===== src/rtl/ahb_apb_bridge_mp_pkg.sv =====
// Shared encodings and FSM state type for the parametrised AHB-to-APB bridge.
package ahb_apb_pkg;

  localparam logic [1:0] TRANS_IDLE   = 2'b00;
  localparam logic [1:0] TRANS_BUSY   = 2'b01;
  localparam logic [1:0] TRANS_NONSEQ = 2'b10;
  localparam logic [1:0] TRANS_SEQ    = 2'b11;

  localparam logic [1:0] RESP_OKAY    = 2'b00;
  localparam logic [1:0] RESP_ERROR   = 2'b01;

  typedef enum logic [2:0] {
    IDLE,
    LATCH,
    SETUP,
    ACCESS,
    DONE,
    MISS,
    ERR1,
    ERR2
  } bridge_state_t;

  // Only NONSEQ and SEQ carry a real transfer; IDLE and BUSY are no-ops.
  function automatic logic is_active(input logic [1:0] htrans);
    return (htrans == TRANS_NONSEQ) || (htrans == TRANS_SEQ);
  endfunction

endpackage


===== src/rtl/apb_addr_decode.sv =====
// Combinational slave decode: slave-index field of the registered address to
// a one-hot select, plus a miss flag when the index names no existing slave.
module apb_addr_decode #(
  parameter int ADDR_W     = 32,
  parameter int NUM_SLAVES = 3,
  parameter int SLV_LSB    = 12,
  parameter int SEL_W      = (NUM_SLAVES > 1) ? $clog2(NUM_SLAVES) : 1
) (
  input  logic [ADDR_W-1:0]     addr,
  output logic [NUM_SLAVES-1:0] sel,
  output logic                  miss
);

  // One extra bit so NUM_SLAVES itself is representable for the compare.
  localparam logic [SEL_W:0] NUM_S = (SEL_W + 1)'(NUM_SLAVES);

  logic [SEL_W-1:0] idx;
  logic             unused_addr;

  assign idx         = addr[SLV_LSB +: SEL_W];
  assign miss        = ({1'b0, idx} >= NUM_S);
  assign unused_addr = ^addr;

  always_comb begin
    // NOTE: default first so every path assigns sel and no latch is inferred.
    sel = '0;
    for (int i = 0; i < NUM_SLAVES; i++) begin
      if (!miss && (idx == SEL_W'(i))) sel[i] = 1'b1;
    end
  end

endmodule


===== src/rtl/ahb_apb_bridge_mp.sv =====
// Parametrised AHB-to-APB3 bridge with wait states and back-to-back accepts.
// Define BRIDGE_PSLVERR_EN for two-cycle AHB ERROR on pslverr / decode miss.
module ahb_apb_bridge_mp
  import ahb_apb_pkg::*;
#(
  parameter int ADDR_W     = 32,
  parameter int DATA_W     = 32,
  parameter int NUM_SLAVES = 3,
  parameter int SLV_LSB    = 12,
  parameter int SEL_W      = (NUM_SLAVES > 1) ? $clog2(NUM_SLAVES) : 1
) (
  input  logic                  hclk,
  input  logic                  hresetn,
  input  logic                  hwrite,
  input  logic                  hreadyin,
  input  logic [1:0]            htrans,
  input  logic [ADDR_W-1:0]     haddr,
  input  logic [DATA_W-1:0]     hwdata,
  output logic [DATA_W-1:0]     hrdata,
  output logic                  hreadyout,
  output logic [1:0]            hresp,
  input  logic [DATA_W-1:0]     prdata,
  input  logic                  pready,
  input  logic                  pslverr,
  output logic [NUM_SLAVES-1:0] psel,
  output logic                  penable,
  output logic                  pwrite,
  output logic [ADDR_W-1:0]     paddr,
  output logic [DATA_W-1:0]     pwdata
);

  bridge_state_t         state;
  logic [NUM_SLAVES-1:0] dec_sel;
  logic                  dec_miss;
  logic                  accept;

  // paddr doubles as the address-phase capture register, so decode reads it.
  apb_addr_decode #(
    .ADDR_W    (ADDR_W),
    .NUM_SLAVES(NUM_SLAVES),
    .SLV_LSB   (SLV_LSB),
    .SEL_W     (SEL_W)
  ) u_decode (
    .addr(paddr),
    .sel (dec_sel),
    .miss(dec_miss)
  );

  assign accept = hreadyin && is_active(htrans);

`ifndef BRIDGE_PSLVERR_EN
  logic unused_pslverr;
  assign unused_pslverr = pslverr;
  assign hresp          = RESP_OKAY;
`endif

  // hresetn is active-high and synchronous despite its name.
  always_ff @(posedge hclk) begin
    if (hresetn) begin
      // NOTE: sequential state uses non-blocking assignments only.
      state     <= IDLE;
      hreadyout <= 1'b1;
      psel      <= '0;
      penable   <= 1'b0;
      pwrite    <= 1'b0;
      paddr     <= '0;
      pwdata    <= '0;
      hrdata    <= '0;
`ifdef BRIDGE_PSLVERR_EN
      hresp     <= RESP_OKAY;
`endif
    end else begin
      case (state)
        IDLE, DONE, MISS: begin
          if (accept) begin
            state     <= LATCH;
            paddr     <= haddr;
            pwrite    <= hwrite;
            hreadyout <= 1'b0;
          end else begin
            state     <= IDLE;
          end
        end

        LATCH: begin
          if (pwrite) pwdata <= hwdata;
          if (dec_miss) begin
`ifdef BRIDGE_PSLVERR_EN
            state     <= ERR1;
            hresp     <= RESP_ERROR;
`else
            state     <= MISS;
            hreadyout <= 1'b1;
            if (!pwrite) hrdata <= '0;
`endif
          end else begin
            state <= SETUP;
            psel  <= dec_sel;
          end
        end

        SETUP: begin
          state   <= ACCESS;
          penable <= 1'b1;
        end

        ACCESS: begin
          if (pready) begin
            psel    <= '0;
            penable <= 1'b0;
            if (!pwrite) hrdata <= prdata;
`ifdef BRIDGE_PSLVERR_EN
            if (pslverr) begin
              state <= ERR1;
              hresp <= RESP_ERROR;
            end else begin
              state     <= DONE;
              hreadyout <= 1'b1;
            end
`else
            state     <= DONE;
            hreadyout <= 1'b1;
`endif
          end
        end

`ifdef BRIDGE_PSLVERR_EN
        ERR1: begin
          state     <= ERR2;
          hreadyout <= 1'b1;
        end

        ERR2: begin
          state <= IDLE;
          hresp <= RESP_OKAY;
        end
`endif

        default: begin
          state     <= IDLE;
          hreadyout <= 1'b1;
          psel      <= '0;
          penable   <= 1'b0;
`ifdef BRIDGE_PSLVERR_EN
          hresp     <= RESP_OKAY;
`endif
        end
      endcase
    end
  end

endmodule


===== config.mk =====
export PLATFORM = sky130hd
export DESIGN_NAME = ahb_apb_bridge_mp
export DESIGN_NICKNAME = d
export VERILOG_FILES = /design/src/rtl/ahb_apb_bridge_mp_pkg.sv /design/src/rtl/apb_addr_decode.sv /design/src/rtl/ahb_apb_bridge_mp.sv
export SDC_FILE = /design/constraint.sdc
export NUM_CORES = 1
export LEC_CHECK = 0
export CAP_MARGIN = 20
export CORE_AREA = 5 5 125 127
export CTS_BUF_LIST = sky130_fd_sc_hd__clkbuf_4 sky130_fd_sc_hd__clkbuf_8 sky130_fd_sc_hd__clkbuf_16
export CTS_CLUSTER_DIAMETER = 30
export DETAILED_ROUTE_END_ITERATION = 8
export DIE_AREA = 0 0 130 132
export PLACE_DENSITY = 0.73
export SLEW_MARGIN = 20
export SYNTH_ARGS = -nofsm -noshare
export SYNTH_HDL_FRONTEND = slang
export SYNTH_SLANG_ARGS = --single-unit

===== constraint.sdc =====
create_clock -name hclk -period 1.5 [get_ports hclk]
set_input_delay 0.15 -clock hclk [delete_from_list [all_inputs] [get_ports hclk]]
set_output_delay 0.15 -clock hclk [all_outputs]
set_load 0.1 [all_outputs]

After elaboration in Yosys (flattened, before gate mapping):

Cells that the tools add are included.

* register bits after elaboration: 105
* bits in latches: 0
* bits in writable memories: 0
* ROM bits: 0
* input port bits: 104
* word-level logic and storage cells: 66
* memories: 0

* add/subtract/negate cells: 0
* multiply operators: 0
* div/mod/pow operators: 0
* magnitude comparators: 1
* eq/ne operators: 15
* shifts and indexed selects: 0
* muxes and demuxes: 21
* bitwise logic cells: 3
* reduce and logical (&&, ||, !) cells: 18

Operators with widths (number)
* 32-bit two-way mux: 4
* 32-bit case mux with 2 select lines: 1
* 3-bit two-way mux: 4
* 3-bit case mux with 4 select lines: 1
* 2-bit != test, second input constant: 5
* 3-bit case mux with 3 select lines: 1
* 1-bit two-way mux: 8
* 4-bit OR reduction: 2
* 2-bit equality test, second input constant: 3
* 3-bit by 2-bit equality test with 1-bit output, second input constant: 2
* 3-bit equality test, second input constant: 2
* 2-bit AND reduction: 3
* 5-bit AND reduction: 1
* 1-bit logical AND: 4
* 1-bit case mux with 4 select lines: 1
* 4-bit AND reduction: 1
* 3-bit by 1-bit equality test with 1-bit output, second input constant: 1
* 3-bit logical NOT: 1
* 1-bit NOT: 3
* 1-bit case mux with 3 select lines: 1
* 3-bit AND reduction: 1
* 3-bit OR reduction: 1
* 2-bit by 1-bit equality test with 1-bit output, second input constant: 1
* 2-bit greater-or-equal comparator, second input constant: 1
* 5 further kinds: 5

Longest topological paths before layout:

Gate-level depths: netlist of the first run.

* depth after elaboration: 6
* gate-level depth with buffers: 6
* gate-level depth less buffers: 3

Cells and area by module:

A second synthesis of the first run with hierarchy kept.

* cells, all modules: 500
* area, all modules: 4241.6 µm²

By module, submodules not included
* ahb_apb_bridge_mp: times used 1, cells an instance 496, area an instance 4215.3 µm²
* apb_addr_decode: times used 1, cells an instance 4, area an instance 26.3 µm²

Worst setup path before layout of the first run:

OpenSTA, ideal clock, no wires.

* path type: register to register
* start point: register paddr[12]
* end point: register hrdata[0]
* data arrival time: 1.917 ns
* required time: 1.378 ns
* slack: -0.539 ns
* cell stages (with the launch flop): 6
* buffers on the path: 2
* period minus slack after synthesis: 2.039 ns
* path through: dfxtp_1 nand3b_4 a211o_1 buf_6 buf_12 mux2i_1

* longest elaborated chain between the ends: 3

Ends and longest elaborated chain
* start: declaration: RTL line ahb_apb_bridge_mp.sv:28 `output logic [ADDR_W-1:0] paddr,`
* start signal: assignment: RTL line ahb_apb_bridge_mp.sv:77 `paddr <= haddr;`
* 2-bit greater-or-equal comparator: RTL line apb_addr_decode.sv:21 `assign miss = ({1'b0, idx} >= NUM_S);`
* 2-bit by 1-bit != test with 1-bit output (no line)
* 5-bit AND reduction (no line)
* end signal: assignment: RTL line ahb_apb_bridge_mp.sv:111 `if (!pwrite) hrdata <= prdata;`
* end: declaration: RTL line ahb_apb_bridge_mp.sv:19 `output logic [DATA_W-1:0] hrdata,`

No other way between the ends.
A chain may end at the register's enable or synchronous reset.

Worst setup path after layout of the first run:

* start point: register state[1]
* end point: register hrdata[10]

* longest elaborated chain between the ends: 3
* elaborated cells on any way between the ends: 9

Ends and longest elaborated chain
* start: declaration: RTL line ahb_apb_bridge_mp.sv:32 `bridge_state_t state;`
* start signal: assignment: RTL line ahb_apb_bridge_mp.sv:61 `state <= IDLE;`
* start signal: assignment: RTL line ahb_apb_bridge_mp.sv:76 `state <= LATCH;`
* start signal: assignment: RTL line ahb_apb_bridge_mp.sv:81 `state <= IDLE;`
* 3-bit by 1-bit equality test with 1-bit output / 3-bit by 2-bit equality test with 1-bit output (equally long branches): RTL line ahb_apb_bridge_mp.sv:73 `case (state)`
* 2-bit by 1-bit != test with 1-bit output (no line) (tied with other cells)
* 5-bit AND reduction (no line)

Several ways; a longest one is shown, not always the timed one.

==> impl_metrics.env, run 1 <==
export IMPL_status="complete, no violations"
export IMPL_synthTopCellsByCount="dfxtp_1, nand2_1, a21oi_1"
export IMPL_leakagePower_nw=3.01
export IMPL_path_clk_slew_ns=0.07
export IMPL_ys_ff_latch=105
export IMPL_grt_overflow=0
export IMPL_root_buffer="clkbuf_16"
export IMPL_grt_pass1_vias=3993
export IMPL_holdWs_ns=0.0615
export IMPL_synth_edf_count=0
export IMPL_ir_worst_vdd_mv=0.492
export IMPL_yosysSeqAreaShare_pct=50.0
export IMPL_nNetsFinal=779
export IMPL_hpwl_mm=9.85
export IMPL_clk_insertion_delay_late_ns=0.35
export IMPL_ys_flop_type="dfxtp_1"
export IMPL_clkSinkCount=105
export IMPL_ant_nets=0
export IMPL_synth_cell_area_sq_um=4200
export IMPL_startpoint_type="flip-flop"
export IMPL_crit_path_start="state[1]$_SDFFE_PP0P_"
export IMPL_ioPinCount=208
export IMPL_n_antenna_cell=0
export IMPL_period_share_pct=94.5
export IMPL_fmax_ghz=0.705
export IMPL_synthTopCellsByArea="dfxtp_1, nand2_1, a21oi_1"
export IMPL_vias=4044
export IMPL_grt_max_degree=54
export IMPL_yosys_warnings=0
export IMPL_fp_dieW_um=130
export IMPL_cts_path_max_buffers=2
export IMPL_die_area_sq_um=17200
export IMPL_place_congestion=0.805
export IMPL_end_kind="flip-flop"
export IMPL_num_rows=44
export IMPL_wl_per_cell_um=15.4
export IMPL_synthArstFlopShare_pct=0
export IMPL_layout_min_cycle_time_ns=1.42
export IMPL_drtPass1Iterations=4
export IMPL_portBuffers=203
export IMPL_cp_num_buf_inv=1
export IMPL_synth_cell_types=35
export IMPL_drt_iter0_markers=205
export IMPL_path_max_fanout=32
export IMPL_drc=0
export IMPL_r2r_start="state[1]$_SDFFE_PP0P_"
export IMPL_critPathKind="reg -> reg"
export IMPL_setup_viol=0
export IMPL_initial_core_util_pct=29.3
export IMPL_antenna_found_initial=0
export IMPL_rsz0062_at_grt="false"
export IMPL_drive_gt1_share_pct=22.5
export IMPL_dieHeight_um=132
export IMPL_grt_pass1_wl_mm=20.8
export IMPL_crit_required_ns=1.73
export IMPL_synthCells=484
export IMPL_drv_cap=0
export IMPL_cts_tree="yes"
export IMPL_synth_most_common_cell="dfxtp_1"
export IMPL_path_delay_family="flip-flops"
export IMPL_slowest_delay_ns=0.37
export IMPL_syn_to_final_growth_pct=86.7
export IMPL_track_usage_pct=15.3
export IMPL_ctsHoldBuffers=0
export IMPL_cts_buffers=9
export IMPL_hold_path_class="in -> reg"
export IMPL_hold_start="hresetn"
export IMPL_postCtsSetupBuffers=0
export IMPL_totalWireLength_mm=13.3
export IMPL_slew_violations=0
export IMPL_hold_viol_final=0
export IMPL_arrival_ns=1.64
export IMPL_via_per_inst=4.68
export IMPL_avgSynthCellArea_sq_um=8.68
export IMPL_yosysTopAreaCell="dfxtp_1"
export IMPL_postLayoutCoreUtil_pct=54.8
export IMPL_htreeDepth=3
export IMPL_path_cells="nand3b_4 -> a211o_2 -> buf_12 -> mux2i_1"
export IMPL_core_area_sq_um=14300
export IMPL_fin_skew_ns=0.00981
export IMPL_synth_top_area_share_pct=50.0
export IMPL_crit_path_top_delay_cell="dfxtp_1"
export IMPL_power_density_nw_per_um2=875
[routing by layer]
metal	wire length, um	part of all wire, %	GRT usage (%)	vias to the layer above
li1	-	-	-	2010
met1	5140	39	17.7	1870
met2	6610	50	25.4	144
met3	1280	9.6	5.71	20
met4	314	2.4	6.06	0
met5	0	0	0	-
[per-stage QoR]
stage	setup WS, ns	total power, mW	setup TNS [ns]	instances	cell area, sq um
floorplan	0.0179	3.67	0	485	4210
global placement	-0.00453	4.33	-0.0340	848	7510
detailed placement	-0.0277	4.35	-0.385	848	7510
CTS	0.0586	6.96	0	864	7840
global route	0.00776	7.14	0	864	7840
finish	0.0819	6.86	0	864	7840
[final cells by class]
cell class                 instances  area [sq um]
inverter                           4          15.0
tap                              184           230
fill                            1260          6470
timing repair buffer             225          3300
clock inverter                     6          90.1
sequential                       105          2110
multi-input combinational        330          1860
clock buffer                      10           239
[report_power, final]
part | switching, mW | internal (mW) | leakage, nW | total [mW]
clock network | 1.07 | 1.51 | 0.159 | 2.58
registers | 0.0775 | 2.85 | 0.853 | 2.93
logic | 0.751 | 0.600 | 2.00 | 1.35
[state kept, by name, indices dropped and copies added (netlist names)]
| register | cells |
|---|---|
| state | 3 |
| psel | 3 |
| hrdata | 32 |
| pwrite | 1 |
| hreadyout | 1 |
| penable | 1 |
| pwdata | 32 |
| paddr | 32 |
[placed cells by master, fill, tap and decap left out, types with 2 or more instances in the layout]
| master | count |
|---|---|
| buf_12 | 108 |
| dfxtp_1 | 100 |
| clkdlybuf4s50_1 | 100 |
| nand2_1 | 99 |
| a21oi_1 | 66 |
| o21ai_0 | 36 |
| nand2b_1 | 33 |
| nand3_1 | 33 |
| mux2i_1 | 32 |
| buf_4 | 15 |
| clkbuf_16 | 9 |
| inv_1 | 4 |
| a31oi_1 | 3 |
| dfxtp_2 | 3 |
| nand3b_1 | 2 |
| nor4bb_4 | 2 |
| nor2b_1 | 2 |
| a211o_2 | 2 |
| a32o_1 | 2 |
| conb_1 | 2 |
| bufinv_16 | 2 |
| dfxtp_4 | 2 |
| buf_6 | 2 |
[path summary, 6_finish.rpt]
check                                               end  slack (ns)  depth (start not counted)
worst max-delay path            hrdata[10]$_SDFFE_PP0P_        0.08                          4
worst min-delay path              state[0]$_SDFFE_PP0P_        0.06                          2
worst max register to register  hrdata[10]$_SDFFE_PP0P_        0.08                          4
worst min register to register  pwdata[13]$_SDFFE_PP0P_        0.49                          2
[repair_timing]
item,4_1_cts,5_1_grt
endpoints found under the hold margin,0,0
setup endpoints to repair,0,2
resized for setup,0,3
[cell families after synthesis]
logic type | share of synthesized area (%)
compound gates | 14.9
buf+inv | 6.61
flops | 50.0
mux | 7.63
other cells | 0.0893
simple gates | 20.8
Note: power is estimated with default switching activity, not from simulation.
==> run 2, diff against run 1 <==
Settings changed: GPL_TIMING_DRIVEN set to 0, PLACE_DENSITY 0.73 to 0.71.
Clock period 1.5 ns to 1.4 ns, I/O delays scaled along.
==> run 2 against run 1 <==
Compared with the run above: the flow now finishes with violations (negative setup slack); register-to-register slack got worse by 0.13 ns; power up 1.8%; clock-buffer cell count is the same; clock power is essentially flat; combinational power down 4%; routed wire length grew 2.4%; global-route usage hardly changed; die area is the same.
==> impl_metrics.env, run 2 (synthesis results as in run 1) <==
export IMPL_status="finished with violations"
export IMPL_violations="negative setup slack"
export IMPL_p_total_mw=6.98
export IMPL_critPathKind="reg -> reg"
export IMPL_cp_num_buf_inv=3
export IMPL_track_usage_pct=15.3
export IMPL_htreeDepth=3
export IMPL_syn_to_final_growth_pct=58.7
export IMPL_drive_gt1_share_pct=28.9
export IMPL_cts_tree="yes"
export IMPL_grt_pass1_wl_mm=20.9
export IMPL_initial_core_util_pct=29.3
export IMPL_leakagePower_nw=2.85
export IMPL_drv_cap=0
export IMPL_place_congestion=0.803
export IMPL_slowest_delay_ns=0.34
export IMPL_layout_common_cells="clkdlybuf4s50_1, dfxtp_1, buf_2"
export IMPL_n_antenna_cell=0
export IMPL_drtPass1Iterations=4
export IMPL_grt_use_met1_pct=19.5
export IMPL_layout_min_cycle_time_ns=1.45
export IMPL_hold_path_class="in -> reg"
export IMPL_slew_headroom_pct=64.0
export IMPL_fp_dieW_um=130
export IMPL_ioPinCount=208
export IMPL_clk_insertion_delay_late_ns=0.36
export IMPL_wl_per_cell_um=15.2
export IMPL_via_per_inst=4.58
export IMPL_final_common_cell="clkdlybuf4s50_1"
export IMPL_totalWireLength_mm=13.7
export IMPL_num_rows=44
export IMPL_grt_pass1_vias=3833
export IMPL_ir_worst_vdd_mv=0.678
export IMPL_postLayoutCoreUtil_pct=46.6
export IMPL_grt_busiest_layer="met2"
export IMPL_end_kind="flip-flop"
export IMPL_ant_nets=0
export IMPL_path_max_fanout=10
export IMPL_die_area_sq_um=17200
export IMPL_reg2reg_slack_ns=-0.05
export IMPL_fin_skew_ns=0.00989
export IMPL_grt_max_degree=18
export IMPL_drc=0
export IMPL_slew_violations=0
export IMPL_crit_required_ns=1.64
export IMPL_grtUsageMet3_pct=6.20
export IMPL_hold_viol_final=0
export IMPL_root_buffer="clkbuf_16"
export IMPL_dieHeight_um=132
export IMPL_use_met2_pct=23.2
export IMPL_nNetsFinal=813
export IMPL_grt_overflow=0
export IMPL_path_clk_slew_ns=0.08
export IMPL_clkSinkCount=105
export IMPL_cts_path_max_buffers=2
export IMPL_arrival_ns=1.69
export IMPL_portBuffers=203
export IMPL_antenna_found_initial=0
export IMPL_crit_path_top_delay_cell="dfxtp_2"
export IMPL_hpwl_mm=9.88
export IMPL_reg_top3="hrdata x32, paddr x32, pwdata x32"
export IMPL_design_area_sq_um=6660
export IMPL_core_area_sq_um=14300
export IMPL_drt_iter0_markers=151
export IMPL_setup_viol=30
export IMPL_rsz0062_at_grt="true"
export IMPL_startpoint_type="flip-flop"
export IMPL_postPlaceCellArea_sq_um=6480
export IMPL_period_share_pct=104
export IMPL_power_density_nw_per_um2=1050
export IMPL_vias=4110
export IMPL_path_delay_family="buffers and inverters"
export IMPL_path_cells="buf_8 -> nand2b_4 -> a211o_1 -> buf_6 -> buf_12 -> mux2i_2"
export IMPL_setup_slack_ns=-0.0498
export IMPL_cts_buffers=9
export IMPL_fmax_ghz=0.690
export IMPL_worst_slew_pin_slew_ns=0.542
==> run 2: cell count changes in the layout (fill, tap and decap cells not counted), moves of 5 or more <==
cell / previous run / this run
buf_6: 2 / 13
clkbuf_2: 0 / 14
buf_2: 0 / 96
nand2_2: 0 / 5
nand2_1: 99 / 94
buf_12: 108 / 3
a21oi_2: 0 / 14
clkdlybuf4s18_2: 0 / 12
a21oi_1: 66 / 52
==> run 2: metrics by stage <==
step                      instances  hold WS [ns]  setup TNS, ns  setup WS [ns]
final                           898         0.326         -0.516        -0.0498
after global routing            898         0.322          -2.17        -0.0889
after CTS                       894         0.316          -1.65        -0.0659
after detailed placement        872         0.446         -70.84         -0.670
after global placement          872         0.442         -68.36         -0.651
after floorplan                 485         0.276          -1.43        -0.0476
==> run 2: worst paths after layout <==
path	to	start	cells after the start
setup / recovery	hrdata[21]$_SDFFE_PP0P_	state[2]$_SDFFE_PP0P_	6
hold / removal	pwdata[13]$_SDFFE_PP0P_	hwdata[13]	3
setup reg to reg	hrdata[21]$_SDFFE_PP0P_	state[2]$_SDFFE_PP0P_	6
hold reg to reg	pwdata[30]$_SDFFE_PP0P_	pwdata[30]$_SDFFE_PP0P_	2
==> run 2: worst min-delay path: cells and delay by family <==
family | cells | cell delay (ns)
AO/OA/AOI/OAI | 1 | 0.05
buffers and inverters | 1 | 0.39
AND/OR/NAND/NOR | 1 | 0.05
==> run 2: cell type report <==
class	count	area (sq um)
well taps	184	230
multi-input cells	330	1950
fillers	1446	7650
plain buffers	44	357
clock inverters	6	66.3
repair buffers	215	1690
clock buffers	10	233
flip-flops and latches	105	2120
inverters	4	15.0
==> run 2: report_power, final <==
part	switching (mW)	internal, mW
logic	0.821	0.470
clock network	1.17	1.42
registers	0.0485	3.05
==> run 2: layer usage <==
metal	wire length (um)	vias to the layer above	share of wire (%)
li1	-	2085	-
met1	5770	1867	42
met2	6290	144	46
met3	1370	14	10
met4	238	0	1.7
met5	0	-	0
==> run 2: what timing repair did <==
| action | CTS | global route |
|---|---|---|
| setup buffers | 4 | 5 |
| hold buffers | 0 | 0 |
| gates cloned | 3 | 0 |
| gates resized for setup | 456 | 136 |
| pin swaps | 2 | 1 |
| setup endpoints to repair | 205 | 161 |
==> run 3, diff against run 2 <==
Settings changed: HOLD_SLACK_MARGIN set to 0.08.
==> results of run 3 <==
The final DEF is identical to that of run 2; final timing and power are the same.
